`src/rtl/intr_if.sv`:
```
// ---------------------------------------------------------------------------
// intr_if -- signal bundle between the interrupt controller and its
// surroundings (external request line, PC control unit, CCR).
//
//   irq_in        : asynchronous external request, rising-edge triggered
//   irq_mask      : 1 blocks the launch of new interrupts
//   instr_done    : instruction-boundary strobe from PC control
//   opcode, brx   : opcode / sub-op field of the current instruction
//   flags_in      : live CCR {Z,N,C,V}
//   intr          : interrupt launch to PC control
//   in_service    : high while a handler is executing
//   flags_saved   : CCR snapshot taken at launch
//   flags_restore : one-cycle strobe when RTI completes
//
// master = the environment driving requests, slave = the controller.
// ---------------------------------------------------------------------------
interface intr_if;
   logic       irq_in;
   logic       irq_mask;
   logic       instr_done;
   logic [3:0] opcode;
   logic [1:0] brx;
   logic [3:0] flags_in;
   logic       intr;
   logic       in_service;
   logic [3:0] flags_saved;
   logic       flags_restore;

   modport master (
      output irq_in, irq_mask, instr_done, opcode, brx, flags_in,
      input  intr, in_service, flags_saved, flags_restore
   );

   modport slave (
      input  irq_in, irq_mask, instr_done, opcode, brx, flags_in,
      output intr, in_service, flags_saved, flags_restore
   );
endinterface

```
`src/rtl/intr_ctrl.sv`:
```
// ---------------------------------------------------------------------------
// intr_ctrl -- single-source, non-nesting interrupt controller.
//
// An asynchronous rising edge on irq_in is synchronised, turned into a
// one-cycle pulse and latched into a single pending bit. The controller
// launches the interrupt at the next unmasked instruction boundary,
// snapshots the CCR, and stays in service until an RTI retires, at which
// point the CCR restore is strobed.
//
// Ports:
//   clk   : clock, all state updates on its rising edge
//   reset : synchronous, active-low reset
//   bus   : intr_if.slave (request, instruction and flag signals)
// ---------------------------------------------------------------------------
module intr_ctrl (
   input  logic  clk,
   input  logic  reset,
   intr_if.slave bus
);

   typedef enum logic [1:0] {
      IDLE    = 2'd0,
      PEND    = 2'd1,
      SERVICE = 2'd2
   } state_e;

   localparam logic [3:0] OP_BRX  = 4'd11;
   localparam logic [1:0] BRX_RTI = 2'd3;

   state_e     state_q, state_d;
   logic       s1_q, s1_d;
   logic       s2_q, s2_d;
   logic       s3_q, s3_d;
   logic       pending_q, pending_d;
   logic [3:0] flags_saved_q, flags_saved_d;

   logic       edge_det;
   logic       launch;
   logic       rti;

   // s1/s2 form the synchroniser; s3 only remembers the previous s2 so a
   // rising edge shows up as a single-cycle pulse.
   assign edge_det = s2_q & ~s3_q;

   always_comb begin
      // NOTE: every signal assigned here gets a default first, so no path
      // leaves it unassigned and no latch is inferred.
      s1_d          = bus.irq_in;
      s2_d          = s1_q;
      s3_d          = s2_q;
      state_d       = state_q;
      pending_d     = pending_q | edge_det;   // further edges are absorbed
      flags_saved_d = flags_saved_q;
      launch        = 1'b0;
      rti           = 1'b0;

      unique case (state_q)
         IDLE: begin
            if (edge_det) state_d = PEND;
         end
         PEND: begin
            if (bus.instr_done && !bus.irq_mask) begin
               launch        = 1'b1;
               state_d       = SERVICE;
               flags_saved_d = bus.flags_in;
               // An edge arriving in the launch cycle belongs to this request.
               pending_d     = 1'b0;
            end
         end
         SERVICE: begin
            // Only RTI leaves service; RET and everything else are ignored.
            if (bus.instr_done && bus.opcode == OP_BRX && bus.brx == BRX_RTI) begin
               rti     = 1'b1;
               state_d = (pending_q || edge_det) ? PEND : IDLE;
            end
         end
         default: begin
            state_d = IDLE;
         end
      endcase
   end

   // The strobes are combinational; gating with reset keeps them quiet while
   // reset is held, so a request abandoned by reset never restores the CCR.
   assign bus.intr          = launch & reset;
   assign bus.flags_restore = rti & reset;
   assign bus.in_service    = (state_q == SERVICE);
   assign bus.flags_saved   = flags_saved_q;

   always_ff @(posedge clk) begin
      // NOTE: sequential state uses non-blocking assignments so every flop
      // samples the pre-edge values, independent of statement order.
      if (!reset) begin
         // NOTE: the CCR snapshot is reset too, so flags_saved reads a known
         // 0 before the first launch.
         s1_q          <= 1'b0;
         s2_q          <= 1'b0;
         s3_q          <= 1'b0;
         pending_q     <= 1'b0;
         state_q       <= IDLE;
         flags_saved_q <= 4'b0000;
      end else begin
         s1_q          <= s1_d;
         s2_q          <= s2_d;
         s3_q          <= s3_d;
         pending_q     <= pending_d;
         state_q       <= state_d;
         flags_saved_q <= flags_saved_d;
      end
   end

endmodule

```
`src/flat_wrapper.sv`:
```
// flat-port wrapper written by rule: the top's interface ports become plain ports
module intr_ctrl_flat 
  (clk, reset, bus_irq_in, bus_irq_mask, bus_instr_done, bus_opcode, bus_brx, bus_flags_in, bus_intr, bus_in_service, bus_flags_saved, bus_flags_restore);
  intr_if bus_i ();
  input  logic clk;
  input  logic reset;
  input wire logic [$bits(bus_i.irq_in)-1:0] bus_irq_in;
  input wire logic [$bits(bus_i.irq_mask)-1:0] bus_irq_mask;
  input wire logic [$bits(bus_i.instr_done)-1:0] bus_instr_done;
  input wire logic [$bits(bus_i.opcode)-1:0] bus_opcode;
  input wire logic [$bits(bus_i.brx)-1:0] bus_brx;
  input wire logic [$bits(bus_i.flags_in)-1:0] bus_flags_in;
  output wire logic [$bits(bus_i.intr)-1:0] bus_intr;
  output wire logic [$bits(bus_i.in_service)-1:0] bus_in_service;
  output wire logic [$bits(bus_i.flags_saved)-1:0] bus_flags_saved;
  output wire logic [$bits(bus_i.flags_restore)-1:0] bus_flags_restore;
  assign bus_i.irq_in = bus_irq_in;
  assign bus_i.irq_mask = bus_irq_mask;
  assign bus_i.instr_done = bus_instr_done;
  assign bus_i.opcode = bus_opcode;
  assign bus_i.brx = bus_brx;
  assign bus_i.flags_in = bus_flags_in;
  assign bus_intr = bus_i.intr;
  assign bus_in_service = bus_i.in_service;
  assign bus_flags_saved = bus_i.flags_saved;
  assign bus_flags_restore = bus_i.flags_restore;
  intr_ctrl u_core (.clk(clk), .reset(reset), .bus(bus_i));
endmodule
```
`config.mk`:
```
export PLATFORM = sky130hd
export DESIGN_NAME = intr_ctrl_flat
export DESIGN_NICKNAME = d
export VERILOG_FILES = /design/src/rtl/intr_if.sv /design/src/rtl/intr_ctrl.sv /design/src/flat_wrapper.sv
export SDC_FILE = /design/constraint.sdc
export NUM_CORES = 1
export LEC_CHECK = 0
export CAP_MARGIN = 20
export CORE_AREA = 8 8 46 48
export CTS_CLUSTER_DIAMETER = 100
export DETAILED_ROUTE_END_ITERATION = 10
export DIE_AREA = 0 0 54 56
export PLACE_DENSITY_LB_ADDON = 0.3
export SLEW_MARGIN = 30
export SYNTH_ARGS = -nofsm -noshare
export SYNTH_HDL_FRONTEND = slang
export SYNTH_SLANG_ARGS = --single-unit
```
`constraint.sdc`:
```
create_clock -name clk -period 1.1 [get_ports clk]
set_input_delay 0.165 -clock clk [delete_from_list [all_inputs] [get_ports clk]]
set_output_delay 0.165 -clock clk [all_outputs]
set_load 0.01 [all_outputs]
```
==> results of run 1 <==
## power by group
part	leakage (nW)	switching (W)	internal (W)
clock network	0.0138	0.0000956	0.000125
logic	0.261	0.0000316	0.0000661
registers	0.0823	0.00000524	0.000374
## registers in the layout (all words and copies together), names as in the netlist
register                flops
u_core.pending_q            1
u_core.s1_q                 1
u_core.s3_q                 1
u_core.bus.flags_saved      4
u_core.s2_q                 1
u_core.state_q              2
## timing repair
action                                  in CTS  in global routing
resized for setup                           28                  9
endpoints found under the hold margin        0                  0
setup buffers                                3                  1
pin swaps                                    5                  5
endpoints found under the setup margin      12                  8
## stage by stage
step	worst slack (ns)	hold WS, ns
2_1_floorplan	0.0251	0.292
4_1_cts	-0.196	0.436
3_5_place_dp	-0.623	0.422
6_report	-0.164	0.353
5_1_grt	-0.201	0.378
3_3_place_gp	-0.607	0.415
## worst max-delay path, delay by kind of cell, from the launching register on
kind                   cells  cell delay (ns)
AND/OR/NAND/NOR            2             0.44
flip-flops                 1             0.32
buffers and inverters      1             0.09
## cell usage in the layout (no fill, tap or decap), drive strengths merged
cell	count
dfxtp	10
buf	10
dlygate4sd2	8
nor2b	7
clkdlybuf4s50	6
mux2i	4
dlymetal6s2s	4
and2	4
clkbuf	3
nor2	2
o21ai	2
and4bb	1
nand4b	1
nand3	1
nand2	1
nor3	1
o21bai	1
inv	1
a21o	1
nor4b	1
a41o	1
## path summary, 6_finish.rpt
kind,depth (start not counted),slack (ns),endpoint
worst max-delay path,3,-0.16,bus_intr
worst min-delay path,4,0.35,u_core.state_q[1]
worst max register to register,4,0.01,u_core.bus.flags_saved[2]
worst min register to register,1,0.43,u_core.s2_q
## kinds of logic (layout without fill, tap and decap cells)
family,count (synthesis),count (layout)
AO/OA/AOI/OAI,5,5
buffers and inverters,3,32
flip-flops,10,10
multiplexers,4,4
AND/OR/NAND/NOR,19,19
## area by class of cell
class / count / area (um^2)
flip-flops and latches: 10 / 203
multi-input cells: 28 / 225
fillers: 148 / 693
inverters: 1 / 3.75
repair buffers: 28 / 269
clock buffers: 3 / 22.5
well taps: 16 / 20.0
## layer usage
layer / vias to the layer above / part of all wire, % / GRT usage (%)
met5: - / 0 / 0
met4: 0 / 0 / 1.06
met3: 0 / 15 / 4.81
met2: 17 / 48 / 12.9
met1: 174 / 37 / 7.20
li1: 201 / - / -
==> out/metrics.cfg, run 1 <==
[outcome]
status=finished, violations left
violations=setup timing

[setup_path]
reg2reg_from=u_core.state_q[1]
slowest_stage=dfxtp_2
critPathLaunchType=register
critical_path.cell_chain=and4bb_1 -> and2_4 -> buf_6
end_kind=output port
cpPeakStageDelay_ns=0.32
crit_required_ns=0.94
worstSetupPathType=register to output port
crit_path_start=u_core.state_q[1]
critPathMaxFanout=3
arrival_ns=1.10

[global_routing]
grt_pass1_wl_um=1750
grt_use_total_pct=7.44
grt_max_degree=11
grt_pass1_vias=411
antenna_found_initial=0
grt-ovfl-total=0

[synth]
synth_top_area_share_pct=48.0
synth-seq-cells=10
syn_area_um2=417
yosys.cell_types.count=19
yosysTopAreaCell=dfxtp_1
synth_warnings=0
synthMuxAreaShare_pct=9.61
synth_cells=41
synthArstFlopShare_pct=0
yosys.area_share.adder_pct=0
synth_xor_area_share_pct=0
synth_top_family_by_area=simple AND/OR/NAND/NOR gates
synth_common_cells=dfxtp_1 (10), nor2b_1 (7), mux2i_1 (4)
ys.flop_type=dfxtp_1
yosys.area_share.simple_pct=29.4
synth_area_leaders=dfxtp_1 (48%), nor2b_1 (11%), mux2i_1 (9.6%), and2_1 (4.5%), and4bb_1 (3.0%)
synth-compound-area-share_pct=8.41
synth_nets=56
syn_area_per_cell_um2=10.2
yosysSeqAreaShare_pct=48.0
synth-edff-count=0
synth.most_common_cell=dfxtp_1

[clock_tree]
holdBufCountCts=0
clock-sinks=10
cts_tree=yes
numCtsBuffers=3
clk-insertion-delay-late_ns=0.25
root_buffer=clkbuf_4
htreeDepth=1
clk_pin_slew_ns=0.05
cts_buffer_depth=2

[floorplanning]
initial_utilization_pct=29.0
ios=22
die_area_um2=3020
die_h_um=56
die_x_um=54
core_um2=1440
rows=14

[sta]
rsz0062_at_grt=true
setup_violations=2
layout_setup_ws_ns=-0.164
fin_crit_sh_pct=115
slew_viol_final=0
period_needed_ns=1.26
clock_skew_ns=0.00236
tns_ns=-0.263
fmax_mhz=791
relSlewSlack_pct=86.8
hold_violations=0
tightest_slew_ns=0.197

[route]
vias=392
drt_wl_total_um=1080
drcViolationCount=0
antenna_left=0
wire_per_inst_um=12.6
first_pass_iters=2
routed_via_density=4.56
drt-initial-drc-count=3

[pwr]
vdd_drop_max_mv=0.898
power_w=0.000697
leakagePower_nw=0.357
cellPowerDensity_nw_per_um2=938

[placement]
io_buffers=21
place.gp.congestion=0.744
postPlaceCellArea_um2=667
dp_cells=80

[finish]
drive_gt1_share_pct=30.0
fin_cells=86
diodes=0
syn_to_final_growth_pct=78.4
finalInstanceArea_um2=743
utilization_pct=51.7
layout.nets=87

[min_path]
hold_path.class=input port to register
min_from=bus_opcode[1]

[run]
maxCapViolCount=0

No activity file was read; power rests on OpenSTA's default activity.
==> inputs of run 2 (changes only) <==
--- a/config.mk
+++ b/config.mk
@@ -6,10 +6,10 @@
 export NUM_CORES = 1
 export LEC_CHECK = 0
 export CAP_MARGIN = 20
-export CORE_AREA = 8 8 46 48
+export CORE_AREA = 8 8 45 47
 export CTS_CLUSTER_DIAMETER = 100
 export DETAILED_ROUTE_END_ITERATION = 10
-export DIE_AREA = 0 0 54 56
+export DIE_AREA = 0 0 53 55
 export PLACE_DENSITY_LB_ADDON = 0.3
 export SLEW_MARGIN = 30
 export SYNTH_ARGS = -nofsm -noshare
==> constraint.sdc (replaced) <==
create_clock -name clk -period 1.6 [get_ports clk]
set_input_delay 0.24 -clock clk [delete_from_list [all_inputs] [get_ports clk]]
set_output_delay 0.24 -clock clk [all_outputs]
set_load 0.01 [all_outputs]
==> out/metrics.cfg, run 2 (synthesized netlist as in run 1, its figures left out) <==
[outcome]
status=finished clean

[finish]
syn_to_final_growth_pct=66.1
fin_cells=84
utilization_pct=50.0
finalInstanceArea_um2=692
drive_gt1_share_pct=16.2
layout.nets=84
largest_register_ff_count=4
final_cell_mix=clkdlybuf4s50_1 (18), dfxtp_1 (9), nor2b_1 (7), mux2i_1 (4), buf_4 (4)
diodes=0
layout_commonest_cell=clkdlybuf4s50_1

[run]
maxCapViolCount=0

[setup_path]
r2r_end=u_core.bus.flags_saved[2]
critPathLaunchType=input port
crit_required_ns=1.36
end_kind=output port
rr_worst_depth=4
crit_path_start=bus_brx[0]
critPathMaxFanout=2
r2r_slack_ns=0.47
arrival_ns=1.30
reg2reg_from=u_core.state_q[1]
worstSetupPathType=input port to output port

[pwr]
power_switching_w=0.000102
p_sw_share_pct=18.8
clkPwrFrac_pct=40.4
p_seq_share_pct=47.9
p_int_w=0.000440
power_w=0.000542
p_comb_share_pct=11.8
leakagePower_nw=0.283
vdd_drop_max_mv=0.430
cellPowerDensity_nw_per_um2=784

[placement]
io_buffers=21
dp_cells=80
postPlaceCellArea_um2=662
place.gp.congestion=0.837

[global_routing]
met1_usage_pct=7.66
grt-ovfl-total=0
grt_pass1_vias=359
grt_use_met2_pct=10.9
grt_max_degree=11
top_usage_layer=met2
met3_usage_pct=5.35
antenna_found_initial=0
grt_pass1_wl_um=1610
grt_use_total_pct=7.56

[sta]
hold_violations=0
relSlewSlack_pct=83.4
clock_skew_ns=0.00202
slew_viol_final=0
rsz0062_at_grt=false
period_needed_ns=1.54
setup_violations=0
fin_crit_sh_pct=96.3
tightest_slew_ns=0.245
fmax_mhz=649

[clock_tree]
post_cts_buffers=0
cts_tree=yes
numCtsBuffers=3
root_buffer=clkbuf_4
clock-sinks=10
clk-insertion-delay-late_ns=0.26
cts_buffer_depth=2
clk_pin_slew_ns=0.06
htreeDepth=1

[floorplanning]
ios=22
die_h_um=55
core_um2=1380
rows=14
die_area_um2=2920
initial_utilization_pct=30.1
die_x_um=53

[route]
drt_wl_total_um=1010
antenna_left=0
drcViolationCount=0
routed_via_density=4.42
drt-initial-drc-count=0
vias=371
first_pass_iters=1
wire_per_inst_um=12.1

[min_path]
hold_path.class=register to register
min_from=u_core.s1_q
hold_path_end=u_core.s2_q
hold_depth=1

[run 2: changes by cell type in the layout (fill, tap and decap cells not counted), sizes merged]
cell and change:
dlymetal6s2s -4, clkdlybuf4s50 +12, buf -6, clkbuf +2, dlygate4sd2 -6
[run 2: layout make-up]
class                   instances  area [um^2]
fillers                       146          692
repair buffers                 25          233
flip-flops and latches         10          201
multi-input cells              28          198
clock buffers                   4         36.3
well taps                      16         20.0
inverters                       1         3.75
[run 2: per-layer routing]
metal / share of wire (%) / wire length [um]
met1: 44 / 442
met2: 42 / 428
met3: 14 / 142
met4: 0 / 0
met5: 0 / 0
[run 2: worst max path at each step]
stage / endpoint / slack, ns / depth (start not counted)
floorplan: bus_flags_restore / 0.39 / 3
global placement: bus_intr / -0.26 / 4
detailed placement: bus_intr / -0.27 / 4
CTS: bus_intr / 0.02 / 4
global route: bus_flags_restore / 0.009 / 4
finish: bus_flags_restore / 0.06 / 4
[run 2: per-stage QoR]
| step | worst slack [ns] | hold slack (ns) | TNS, ns |
|---|---|---|---|
| after floorplan | 0.389 | 0.367 | 0 |
| after global placement | -0.260 | 0.415 | -0.485 |
| after detailed placement | -0.267 | 0.422 | -0.489 |
| final | 0.0584 | 0.434 | 0 |
| after CTS | 0.0173 | 0.439 | 0 |
| after global routing | 0.00912 | 0.449 | 0 |
[run 2: repair_timing]
action                     4_1_cts  5_1_grt
hold endpoints to repair         0        0
resized for setup                4        2
setup endpoints to repair        3        2
pin swaps                        0        1
hold buffers                     0        0
[run 2: critical path, cell delays in order]
cell	delay, ns
clkdlybuf4s50_1	0.46
nand4b_1	0.13
nor3_1	0.19
dlygate4sd2_1	0.29
[run 2: power by group through the flow]
stage | sequential, W | combinational [W] | clock, W
2_1_floorplan | 0.000265 | 0.0000199 | 0
3_3_place_gp | 0.000265 | 0.0000641 | 0
3_5_place_dp | 0.000265 | 0.0000648 | 0
4_1_cts | 0.000259 | 0.0000648 | 0.000231
5_1_grt | 0.000261 | 0.0000690 | 0.000243
6_report | 0.000260 | 0.0000638 | 0.000219
